--- config.mk ---
export PLATFORM = sky130hd
export DESIGN_NAME = mux_arb_4
export DESIGN_NICKNAME = d
export VERILOG_FILES = /design/src/rtl/mux_arb_pkg.sv /design/src/rtl/rr_pick_4.sv /design/src/rtl/mux_arb_4.sv
export SDC_FILE = /design/constraint.sdc
export NUM_CORES = 1
export LEC_CHECK = 0
export CAP_MARGIN = 10
export CORE_ASPECT_RATIO = 1.75
export CORE_MARGIN = 4
export CORE_UTILIZATION = 40
export DETAILED_ROUTE_END_ITERATION = 16
export GPL_TIMING_DRIVEN = 0
export PLACE_DENSITY = 0.95
export SYNTH_ARGS = -nofsm -noshare
export SYNTH_HDL_FRONTEND = slang
export SYNTH_SLANG_ARGS = --single-unit
--- constraint.sdc ---
create_clock -name clk_i -period 3.1 [get_ports clk_i]
set_input_delay 0.775 -clock clk_i [delete_from_list [all_inputs] [get_ports clk_i]]
set_output_delay 0.775 -clock clk_i [all_outputs]
set_load 0.02 [all_outputs]
--- src/rtl/mux_arb_pkg.sv ---
// mux_arb_pkg: shared constants and types for the 4-channel arbitrating mux.
//   NUM_CH       - number of source channels
//   TAG_W        - width of the source tag {S1,S0}
//   lock_state_e - burst-lock FSM states (used when MUX_ARB_LOCK_EN is defined)
package mux_arb_pkg;
  localparam int NUM_CH = 4;
  localparam int TAG_W  = 2;

  typedef enum logic {
    IDLE   = 1'b0,
    LOCKED = 1'b1
  } lock_state_e;
endpackage

--- src/rtl/rr_pick_4.sv ---
// rr_pick_4: combinational round-robin picker over four valid bits.
// Searches ptr+1, ptr+2, ptr+3, ptr (mod 4); the first valid index wins.
//   valid_i - per-channel request mask
//   ptr_i   - index of the most recently granted channel
//   gnt_o   - winning channel index (ptr_i when nothing is valid)
//   any_o   - at least one channel is valid
module rr_pick_4
  import mux_arb_pkg::*;
(
  input  logic [NUM_CH-1:0] valid_i,
  input  logic [TAG_W-1:0]  ptr_i,
  output logic [TAG_W-1:0]  gnt_o,
  output logic              any_o
);

  logic [TAG_W-1:0] idx;

  always_comb begin
    gnt_o = ptr_i;
    any_o = 1'b0;
    idx   = '0;
    // k = NUM_CH wraps back to ptr itself, so the last winner is tried last
    for (int k = 1; k <= NUM_CH; k++) begin
      idx = ptr_i + TAG_W'(k);
      if (!any_o && valid_i[idx]) begin
        gnt_o = idx;
        any_o = 1'b1;
      end
    end
  end

endmodule

--- src/rtl/mux_arb_4.sv ---
// mux_arb_4: four-channel round-robin arbitrating multiplexer with one
// registered output stage. Each output byte carries its source index on
// {out_s1_o, out_s0_o} and a registered copy of the source's last bit.
// Optional feature: define MUX_ARB_LOCK_EN to hold the grant on one channel
// from its first non-last byte until its last byte (burst lock).
//   clk_i, rst_n_i        - clock, synchronous active-low reset
//   in_valid_i[3:0]       - per-channel valid
//   in_data0_i..3_i       - per-channel data
//   in_last_i[3:0]        - per-channel end-of-burst marker
//   in_ready_o[3:0]       - per-channel ready (at most one bit set)
//   out_valid_o/out_ready_i, out_data_o, out_s0_o, out_s1_o, out_last_o
module mux_arb_4
  import mux_arb_pkg::*;
#(
  parameter int WIDTH = 8
) (
  input  logic              clk_i,
  input  logic              rst_n_i,
  input  logic [NUM_CH-1:0] in_valid_i,
  input  logic [WIDTH-1:0]  in_data0_i,
  input  logic [WIDTH-1:0]  in_data1_i,
  input  logic [WIDTH-1:0]  in_data2_i,
  input  logic [WIDTH-1:0]  in_data3_i,
  input  logic [NUM_CH-1:0] in_last_i,
  output logic [NUM_CH-1:0] in_ready_o,
  output logic              out_valid_o,
  output logic [WIDTH-1:0]  out_data_o,
  output logic              out_s0_o,
  output logic              out_s1_o,
  output logic              out_last_o,
  input  logic              out_ready_i
);

  logic [TAG_W-1:0] ptr_q;
  logic [TAG_W-1:0] pick_gnt, gnt;
  logic             pick_any, any;
  logic             load, xfer;
  logic [WIDTH-1:0] sel_data;

  logic             vld_q;
  logic [WIDTH-1:0] data_q;
  logic [TAG_W-1:0] tag_q;
  logic             last_q;

  rr_pick_4 u_pick (
    .valid_i (in_valid_i),
    .ptr_i   (ptr_q),
    .gnt_o   (pick_gnt),
    .any_o   (pick_any)
  );

  // Output register can take a new byte when empty or being drained now
  assign load = ~vld_q | out_ready_i;

`ifdef MUX_ARB_LOCK_EN
  lock_state_e      state_q, state_d;
  logic [TAG_W-1:0] lock_ch_q, lock_ch_d;

  // While locked, only the owning channel may transfer, even if it is idle
  always_comb begin
    gnt = pick_gnt;
    any = pick_any;
    if (state_q == LOCKED) begin
      gnt = lock_ch_q;
      any = in_valid_i[lock_ch_q];
    end
  end

  always_comb begin
    state_d   = state_q;
    lock_ch_d = lock_ch_q;
    if (xfer) begin
      if (state_q == IDLE && !in_last_i[gnt]) begin
        state_d   = LOCKED;
        lock_ch_d = gnt;
      end else if (state_q == LOCKED && in_last_i[gnt]) begin
        state_d   = IDLE;
      end
    end
  end

  always_ff @(posedge clk_i) begin
    if (!rst_n_i) begin
      state_q   <= IDLE;
      lock_ch_q <= '0;
    end else begin
      state_q   <= state_d;
      lock_ch_q <= lock_ch_d;
    end
  end
`else
  assign gnt = pick_gnt;
  assign any = pick_any;
`endif

  // Gating with reset keeps ready low during reset so no source sees a
  // handshake that the output register then throws away.
  assign xfer = any & load & rst_n_i;

  always_comb begin
    in_ready_o = '0;
    if (xfer) in_ready_o[gnt] = 1'b1;
  end

  always_comb begin
    case (gnt)
      2'd0:    sel_data = in_data0_i;
      2'd1:    sel_data = in_data1_i;
      2'd2:    sel_data = in_data2_i;
      default: sel_data = in_data3_i;
    endcase
  end

  // PTR resets to 3 so the first search starts at channel 0
  always_ff @(posedge clk_i) begin
    if (!rst_n_i) begin
      vld_q  <= 1'b0;
      data_q <= '0;
      tag_q  <= '0;
      last_q <= 1'b0;
      ptr_q  <= 2'd3;
    end else if (xfer) begin
      vld_q  <= 1'b1;
      data_q <= sel_data;
      tag_q  <= gnt;
      last_q <= in_last_i[gnt];
      ptr_q  <= gnt;
    end else if (load) begin
      vld_q  <= 1'b0;
    end
  end

  assign out_valid_o = vld_q;
  assign out_data_o  = data_q;
  assign out_s0_o    = tag_q[0];
  assign out_s1_o    = tag_q[1];
  assign out_last_o  = last_q;

endmodule
======== Word-level counts from Yosys, hierarchy flattened ========
Cells that the tools add are included.
storage, ports and cells
  memory bits (read-only) ................. 0
  memory bits (writable) .................. 0
  flip-flop bits (word level) ............. 14
  bits in latches ......................... 0
  input port bits ......................... 43
  memories ................................ 0
  logic and storage cells ................. 53
cells by class
  bitwise logic cells ..................... 4
  multipliers ............................. 0
  reductions and logical operators ........ 9
  equal/unequal tests ..................... 2
  muxes and demuxes ....................... 24
  shifts and indexed selects .............. 0
  add/subtract/negate cells ............... 3
  order comparisons ....................... 6
  divide/modulo/power cells ............... 0
operators by type and width
  kind                   number
  $pmux W8 S3            1
  $lt A2 B3 Y1 const B   5
  $mux W1                12
  $bmux W1 S2            5
  $mux W2                4
  $add A2 B2 Y2 const B  2
  $logic_and A1 B1 Y1    4
  $mux W4                1
  $logic_not A1 Y1       3
  $add A2 B1 Y2 const B  1
  $and A1 B1 Y1          2
  $demux W1 S2           1
  $eq A2 B1 Y1 const B   1
  $eq A2 B2 Y1 const B   1
  $ge A2 B1 Y1 const B   1
  $logic_not A2 Y1       1
  $reduce_bool A2 Y1     1
  $not A1 Y1             1
  $or A1 B1 Y1           1

======== Longest topological paths before layout ========
Gate-level depths: netlist (run 1).
  word-level depth ........................ 18
  gate-level depth with buffers ........... 6
  depth with buffers taken out ............ 5

======== Cells and area by module ========
From an unflattened synthesis (run 1), not the netlist that was laid out.
second synthesis, totals
  cell total of the unflattened synthesis .. 67
  area total of the unflattened synthesis .. 809.5 um2
modules (own cells, without submodules)
  module     cells an instance  times used  sequential area each (um2)  area each (um2)
  mux_arb_4  53                 1           280.3                       726.9
  rr_pick_4  14                 1           0.0                         82.6

======== Worst setup path before layout (run 1) ========
No wires, ideal clock.
  path kind ............................... input to output
  from .................................... input in_valid_i[3]
  to ...................................... output in_ready_o[2]
  setup slack ............................. 0.187 ns
  arrival time ............................ 2.138 ns
  stages on the path ...................... 5
  required time ........................... 2.325 ns
  path through ............................ or2b_1 a21oi_4 or3_4 buf_12 nor3_1
between the ends
  cells in the longest elaborated chain, start to end .. 17
  elaborated cells between the ends (all ways) .. 30
  those cells by class .................... order compare: 2; mux: 19; bitwise: 2; reduce/logical: 7
RTL lines
  what                                                                       RTL line          RTL
  from (decl)                                                                mux_arb_4.sv:19   input logic [NUM_CH-1:0] in_valid_i,
  $bmux W1 S2                                                                rr_pick_4.sv:25   if (!any_o && valid_i[idx]) begin
  $mux W1 (implied by the code)                                              rr_pick_4.sv:25
  $mux W1                                                                    rr_pick_4.sv:25
  $logic_not A1 Y1                                                           rr_pick_4.sv:25
  $logic_and A1 B1 Y1                                                        rr_pick_4.sv:25
  $mux W1                                                                    rr_pick_4.sv:25
  $logic_not A1 Y1                                                           rr_pick_4.sv:25
  $logic_and A1 B1 Y1                                                        rr_pick_4.sv:25
  $mux W1                                                                    rr_pick_4.sv:25
  $logic_not A1 Y1                                                           rr_pick_4.sv:25
  $logic_and A1 B1 Y1                                                        rr_pick_4.sv:25
  $mux W2                                                                    rr_pick_4.sv:25
  $lt A2 B3 Y1 (implied by the code) / $ge A2 B1 Y1 (equally long branches)  mux_arb_4.sv:102  if (xfer) in_ready_o[gnt] = 1'b1;
  $logic_and A1 B1 Y1 (implied by the code)                                  mux_arb_4.sv:102
  $mux W1 (implied by the code)                                              mux_arb_4.sv:102
  $demux W1 S2                                                               mux_arb_4.sv:102
  $mux W4 (*)                                                                mux_arb_4.sv:102
  to (decl)                                                                  mux_arb_4.sv:25   output logic [NUM_CH-1:0] in_ready_o,
Mark *: on every way between the ends. The rest lies on a longest branch, timed or not. The select of a mux whose other input is x is not followed.

======== Worst setup path after layout (run 1) ========
  from .................................... input in_valid_i[2]
  to ...................................... output in_ready_o[1]
Same word-level chain as after synthesis.

==> summary by stage, run 1 <==
Setup path
In this run the worst path has a maximum fanout of 7. The critical path starts at in_valid_i[2]. The number of cells on the worst reg-to-reg path is 6. In this run the critical register-to-register path is launched from ptr_q[0]$_SDFFE_PN1P_. The endpoint required time on the critical path is 2.32 ns. STA classifies the critical path endpoint as an output port. STA classifies the critical path startpoint as an input port. The start-to-end type of the worst setup path is in -> out. The signal arrival time at the worst endpoint is 2.27 ns.

Global routing
The number of antenna violations at the first check in global routing is 0. The total overflow left after global routing is 0. The maximum number of pins on one net before global-route repair is 11. The wire length of the first global-routing pass is 5580 um. The via count of the first global-routing pass is 1,277. The total global routing track utilization is 22.6%.

Flow run
Max-cap violations in this run came to 0.

Die
Measured along the x axis, the die boundary spans 45.4 um. The die is 73.4 um tall. The number of placement rows is 23. The number of top-level pins is 59.

The core footprint is 2300 um^2. The die covers 3330 um^2. The initial utilization of the core area, before any placement, comes to 42.4%.

Clock tree
At the later pin of the worst-skew pair, clock insertion delay measures 0.25 ns. The TritonCTS clock tree is built. The number of sinks handled by clock tree synthesis is 14.

The total number of H-tree levels is 1. Counting the buffers created by CTS gives 3. After clock tree synthesis, the clock-pin slew on the worst setup and hold paths is 0.06 ns. The maximum buffer depth of the clock tree is 2.

The root buffer cell chosen for the clock tree is sky130_fd_sc_hd__clkbuf_8.

Synth
Summing every instance area after synthesis gives 977 um^2. The sequential-to-total area share from yosys stat is 28.7%. Counting flops with a built-in enable in the synthesized netlist gives 0. After synthesis, the share of flip-flops with an asynchronous set or reset is 0%. The compound-gate portion of the synthesized area is 33.2%. Synthesis inferred 14 register bits. The top flip-flop cell by instance count after synthesis is sky130_fd_sc_hd__dfxtp_1. The xor and xnor fraction of the mapped netlist area is 0%. Sorting the synthesized cells by area gives the leading types as sky130_fd_sc_hd__dfxtp_1 (29%), sky130_fd_sc_hd__a211oi_2 (5.1%), sky130_fd_sc_hd__nor4b_1 (4.5%), sky130_fd_sc_hd__o221ai_1 (4.5%), sky130_fd_sc_hd__o21ai_1 (3.6%). In this run the mean area of a mapped cell was 9.22 um^2. The synthesized netlist contains 43 unique library cells.

Yosys printed 0 warnings. By area, the combinational part of the netlist is dominated by compound AO/OA/AOI/OAI gates. Counting every net in the synthesized netlist gives 149. Summed over all instances, the cell type with the most area after synthesis is sky130_fd_sc_hd__dfxtp_1.

Synthesis produced a netlist whose cell count is 106. Of the total synthesized cell area, the portion taken by full adders, half adders and majority gates is 0%. The share of synthesized area spent on multiplexers is 3.07%. The portion of synthesized cell area occupied by the leading cell type is 28.7%.

Summing the areas of all and, or, nand and nor instances in the mapped netlist gives 27.9% of the synthesized area.

STA
The slew at the pin closest to its max-slew limit is 0.627 ns. The post-route fraction of the period consumed by the critical path is 98.3%. The summed negative setup slack over all endpoints is 0 ns. Setup repair after global routing left no endpoint under its margin. The final-report max-slew violation count is 0. The total count of hold-check failures in the final report is 0.

The highest attainable clock frequency is 0.328 GHz. In this run the tightest slew margin relative to its limit is 58.0%. The number of setup violations in the final report is 0. Clock skew on the completed layout was measured at 0.00208 ns. Across all hold checks on the routed design, the worst slack comes to 0.465 ns.

The post-layout worst setup margin is 0.0537 ns. The shortest period the worst path allows is 3.05 ns.

Power
The maximum ir drop on the vdd rail is 0.329 mV. The ratio of total power to cell area is 483 nW/um^2. The leakage power is 0.625 nW.

Outcome
The flow ran to the end, and the final reports show no timing, DRC or antenna violations.

Worst hold path
The cell count of the worst hold path is 2. The worst hold path belongs to the class reg -> reg. The start point of the worst min-delay path is out_data_o[0]$_SDFFE_PN0P_.

Finish
The fraction of the core area covered by cells at the end of the flow is 72.5%. The final net count is 215. In the layout the commonest cells are sky130_fd_sc_hd__clkdlybuf4s50_1 (50), sky130_fd_sc_hd__dfxtp_1 (14), sky130_fd_sc_hd__o21ai_1 (7). Leaving out fill and tap cells, the most frequent cell in the layout is sky130_fd_sc_hd__clkdlybuf4s50_1. In the final layout, the share of cells above drive strength 1 is 24.6%. The diode insertion count for antenna repair is 0. The count of non-filler cells in the finished layout is 196.

The signed area change from the synthesized netlist to the final layout is 70.8%.

Detailed routing
The first detailed-routing pass ran for 4 iterations. The routed length per instance is 18.3 um. In this run the remaining antenna-violating nets after routing total 0. For this run, design rule violations remaining after detail routing come to 0. After detailed routing, the total wire length is 3590 um. In the routed layout, each cell is associated on average with a via count of 6.18. In this run, the number of DRC markers left after iteration 0 of detailed routing was 61. The number of vias in the routed layout is 1,212.

Placed design
The final estimated routing congestion in global placement is 0.837. The post-placement worst setup slack is -0.718 ns. The count of input and output buffers is 58. The number of instances in the placed design is 189. The HPWL after detailed placement is 2780 um.
[cells by family after synthesis]
family	after synthesis
AOI/OAI and AO/OA	40
DFF	14
muxes	3
and+or+nand+nor	39
buffers and inverters	10
[flip-flops by register name, indices dropped and copies added (netlist names)]
signal	flops
ptr_q	2
out_valid_o	1
out_data_o	8
tag_q	2
out_last_o	1
[layer usage]
| metal | vias up | GRT usage, % | wire, um |
|---|---|---|---|
| li1 | 553 | - | - |
| met1 | 562 | 23.1 | 1210 |
| met2 | 79 | 41.2 | 1950 |
| met3 | 18 | 5.15 | 329 |
| met4 | 0 | 10.4 | 108 |
| met5 | - | 0 | 0 |
[worst max-delay path, stage by stage]
cell and delay, ns:
sky130_fd_sc_hd__clkdlybuf4s15_2 0.24, sky130_fd_sc_hd__or4_4 0.54, sky130_fd_sc_hd__and3_1 0.20, sky130_fd_sc_hd__buf_6 0.14, sky130_fd_sc_hd__nand2_2 0.12, sky130_fd_sc_hd__nor2_1 0.06, sky130_fd_sc_hd__buf_4 0.18
[where the power goes]
group | internal [mW] | switching, mW | leakage, nW
Sequential | 0.213 | 0.0217 | 0.117
Clock | 0.113 | 0.0721 | 0.0288
Combinational | 0.189 | 0.197 | 0.479
[metrics by stage]
| step | total power [mW] | area, um^2 |
|---|---|---|
| final | 0.806 | 1670 |
| after global placement | 0.601 | 1590 |
| after global routing | 0.842 | 1670 |
| after CTS | 0.797 | 1660 |
| after detailed placement | 0.612 | 1590 |
| after floorplan | 0.448 | 977 |
[final cells by class]
class	instances	area [um^2]
clock buffer	4	55.1
tap	25	31.3
fill	193	633
inverter	5	18.8
buffer	5	52.6
multi-input combinational	82	648
timing repair buffer	61	583
sequential	14	280
[cell usage after synthesis (2+ instances only)]
master	count
sky130_fd_sc_hd__dfxtp_1	14
sky130_fd_sc_hd__o21ai_1	7
sky130_fd_sc_hd__nand3_1	6
sky130_fd_sc_hd__inv_1	5
sky130_fd_sc_hd__nor2_1	5
sky130_fd_sc_hd__nor4b_1	5
sky130_fd_sc_hd__o221ai_1	5
sky130_fd_sc_hd__a211oi_2	4
sky130_fd_sc_hd__a21oi_1	4
sky130_fd_sc_hd__a32oi_1	3
sky130_fd_sc_hd__mux2i_1	3
sky130_fd_sc_hd__nand2b_1	3
sky130_fd_sc_hd__nand4_1	3
sky130_fd_sc_hd__o211ai_1	3
sky130_fd_sc_hd__a21oi_4	2
sky130_fd_sc_hd__a31oi_1	2
sky130_fd_sc_hd__buf_6	2
sky130_fd_sc_hd__nand3_2	2
sky130_fd_sc_hd__nor3_1	2
sky130_fd_sc_hd__nor3_2	2
sky130_fd_sc_hd__o21ai_0	2
[repair_timing]
item | CTS | global route
buffers inserted | 2 | 1
hold buffers | 0 | 0
pin swaps | 1 | 1
setup endpoints to repair | 4 | 4
resized for setup | 27 | 8
cloned | 0 | 0
[final timing paths]
| kind | endpoint | slack (ns) |
|---|---|---|
| max reg2reg | out_data_o[5]$_SDFFE_PN0P_ | 1.30 |
| min | out_data_o[0]$_SDFFE_PN0P_ | 0.46 |
| max | in_ready_o[1] | 0.05 |
| min reg2reg | out_data_o[0]$_SDFFE_PN0P_ | 0.46 |
(Power assumes the default switching activity.)
==> inputs of run 2 (changes only) <==
- CTS_CLUSTER_SIZE: default -> 20
- REMOVE_ABC_BUFFERS: default -> 1
==> run 2 against run 1 <==
Compared with the run above: cell count decreased by 0.51%; clock skew decreased by 0.0016 ns; sequential share of layout area increased by 0.28 points; core utilization decreased by 1.2 points; power decreased by 1.4%; combinational power decreased by 2%; clock power decreased by 3%; wire length decreased by 0.11%; register-to-register slack got worse by 0.30 ns; via count decreased by 1.2%; critical path depth decreased by 1; critical endpoint is now in_ready_o[0]; largest power group unchanged.
==> summary by stage, run 2 (synthesis results as in run 1) <==
Die
The width of the die came to 45.4 um (unchanged). The full die area came to 3330 um^2 (unchanged). The number of top-level pins came to 59 (unchanged). The vertical extent of the die is 73.4 um (unchanged). The core footprint came to 2300 um^2 (unchanged).

The initial core utilization was 42.4% (unchanged). The number of placement rows is 23 (unchanged).

Placed design
The count of input and output buffers is 58 (unchanged). The number of instances in the placed design came to 185 (-2.1%). The final estimated routing congestion in global placement is 0.824 (-1.6%). The instance area after placement is 1550 um^2 (-2.8%).

The HPWL reported at the end of detailed placement came to 2660 um (-4.3%). The post-placement worst setup slack was -0.915 ns (-0.197 ns).

STA
The number of setup violations in the final report is 0 (unchanged). The final-report max-slew violation count is 0 (unchanged). The post-route fraction of the period consumed by the critical path is 97.5% (-0.78 points).

The shortest period the worst path allows was 3.02 ns (-0.0243 ns). The maximum clock skew at final layout was 0.000509 ns (-0.00157 ns). The relative slew slack is 42.6% (-15 points). The highest attainable clock frequency came to 0.331 GHz (+0.80%). The slew at the pin closest to its max-slew limit is 0.851 ns (+0.224 ns). The summed negative setup slack over all endpoints is 0 ns (unchanged). Setup repair after global routing left no endpoint under its margin. The post-layout worst setup margin is 0.0779 ns (+0.0243 ns).

The worst hold slack came to 0.459 ns (-0.00623 ns). The total count of hold-check failures in the final report is 0 (unchanged).

Power
The total power after layout is 0.794 mW (-1.4%). The power spent charging and discharging nets came to 0.285 mW (-1.9%). The ratio of total power to cell area was 484 nW/um^2 (+0.27%). The proportion of power drawn by the clock network is 22.6% (-0.3 points). The leakage power is 0.612 nW (-2.0%).

The relative contribution of sequential cells to total power came to 29.7% (+0.5 points). The switching power as a share of total power was 35.8% (-0.21 points). The internal power component is 0.510 mW (-1.1%).

The proportion of power drawn by combinational gates is 47.6% (-0.3 points). The maximum ir drop on the vdd rail is 0.331 mV (+0.49%).

Finish
The library cells used most frequently in the layout, excluding fill and tap cells, are sky130_fd_sc_hd__clkdlybuf4s50_1 (49), sky130_fd_sc_hd__dfxtp_1 (14), sky130_fd_sc_hd__o21ai_1 (7), sky130_fd_sc_hd__buf_4 (7), sky130_fd_sc_hd__nand3_1 (6). The fraction of the core area covered by cells at the end of the flow is 71.3% (-1.2 points). The filler cell count in the final layout is 187 (-3.1%). The count of non-filler cells in the finished layout came to 195 (-0.51%).

The area used by sequential logic in the layout is 280 um^2 (unchanged). The area growth from synthesis to layout is 68.0%. The multi-input logic area was 648 um^2 (unchanged). The number of flip-flops in the largest register is 8 (unchanged).

The leading cell type in the layout, fill and taps excluded is sky130_fd_sc_hd__clkdlybuf4s50_1. The final net count is 214 (-0.47%). The final instance area is 1640 um^2 (-1.6%). The share of cells above drive strength 1 is 22.4% (-2.2 points). The diode insertion count for antenna repair is 0 (unchanged).

Outcome
The run finished with clean final reports.

Setup path
The kind of end point of the critical path is an output port. The count of buffering cells on the critical path with inverters included is 2 (-1). The signal arrival time at the worst endpoint is 2.25 ns (-0.02 ns). The endpoint required time on the critical path is 2.32 ns (about the same). The startpoint type of the worst setup path is an input port. The largest stage delay on the critical path came to 0.55 ns (about the same). The cell family contributing the most delay on the critical path is simple AND/OR/NAND/NOR gates. The highest net fanout along the worst path came to 6 (-1). The worst-path cell with the longest stage delay is sky130_fd_sc_hd__or4_4.

The critical path goes through dlygate4sd2_1, or4_4, and3_4, nand2_2, nor2_1, clkdlybuf4s15_1. The critical path in this run is classified as in -> out.

Clock tree
The number of sinks handled by clock tree synthesis was 14 (unchanged). The library cell used as clock root buffer is sky130_fd_sc_hd__clkbuf_8. The total number of H-tree levels is 1 (unchanged). The maximum buffer depth of the clock tree came to 2 (unchanged). The number of buffers added to fix hold violations after cts was 0 (unchanged). TritonCTS built the clock tree. The number of buffers created by CTS is 3 (unchanged). The source-to-sink clock delay at the later pin of the worst-skew pair was 0.25 ns (about the same). The clock slew at the register clock pins of the worst setup and hold paths is 0.06 ns (about the same).

Detailed routing
The number of optimization iterations in the first detailed-route pass is 4 (unchanged). The number of vias in the routed layout is 1,197 (-1.2%). The sum of routed wire length over all layers is 3590 um (-0.11%). The residual antenna-violating net count after detailed routing is 0 (unchanged).

The routed length per instance is 18.4 um (+0.40%). The DRC violation count after routing is 0 (unchanged). The count of routing violations after the opening detailed-route iteration is 37 (-39%).

The average vias per placed instance was 6.14 (-0.73%).

Global routing
The met3 routing resource usage after global routing was 1.96% (-3.2 points). The total global routing track utilization came to 23.4% (+0.85 points). The wire length of the first global-routing pass is 5710 um (+2.3%). The via count of the first global-routing pass is 1,250 (-2.1%). The number of antenna violations at the first check in global routing was 0 (unchanged). The met2 capacity usage during global routing is 43.8% (+2.7 points). The maximum number of pins on one net before global-route repair is 16 (+5). The met1 global-route usage is 24.1% (+1.0 points).

The sum of overflow across all layers after global routing is 0 (unchanged). In this run the most used layer during global routing was met2.

Flow run
The reported max-cap violation count is 0 (unchanged).

Worst hold path
The path category of the worst min-delay check is reg -> reg.
run 2: cell count changes in the layout (fill, tap and decap cells not counted), sizes merged:
| cell | before | now |
|---|---|---|
| dlygate4sd2 | 1 | 4 |
| clkdlybuf4s50 | 50 | 49 |
| clkdlybuf4s15 | 2 | 1 |
| buf | 11 | 9 |
run 2: worst min-delay path: stages (launching register included):
cell and delay (ns):
sky130_fd_sc_hd__dfxtp_1 0.31, sky130_fd_sc_hd__nand3_1 0.06, sky130_fd_sc_hd__o21ai_1 0.05
run 2: path summary, 6_finish.rpt:
| path | depth (start not counted) | slack, ns | from | to |
|---|---|---|---|---|
| min reg2reg | 2 | 0.46 | out_data_o[3]$_SDFFE_PN0P_ | out_data_o[3]$_SDFFE_PN0P_ |
| min | 2 | 0.46 | out_data_o[3]$_SDFFE_PN0P_ | out_data_o[3]$_SDFFE_PN0P_ |
| max reg2reg | 6 | 1.00 | ptr_q[0]$_SDFFE_PN1P_ | out_data_o[2]$_SDFFE_PN0P_ |
| max | 6 | 0.08 | in_valid_i[3] | in_ready_o[0] |
run 2: layer usage:
metal	part of all wire (%)	up-vias
li1	-	549
met1	35	587
met2	57	50
met3	4.6	11
met4	3.1	0
met5	0	-
run 2: repair_timing:
action,CTS,global route
cloned,0,0
gates resized for setup,23,6
endpoints found under the setup margin,4,3
pin swaps,3,0
setup buffers,6,0
run 2: power groups by stage:
stage	clock network (mW)	logic [mW]	registers (mW)
4_1_cts	0.180	0.374	0.235
2_1_floorplan	0	0.157	0.270
3_5_place_dp	0	0.358	0.238
5_1_grt	0.188	0.399	0.240
3_3_place_gp	0	0.343	0.236
6_report	0.180	0.378	0.236
run 2: layout make-up:
cell class              instances  area share (%)
inverters                       5            1.14
multi-input cells              82            39.5
well taps                      25            1.91
flip-flops and latches         14            17.1
repair buffers                 65            37.0
clock buffers                   4            3.35
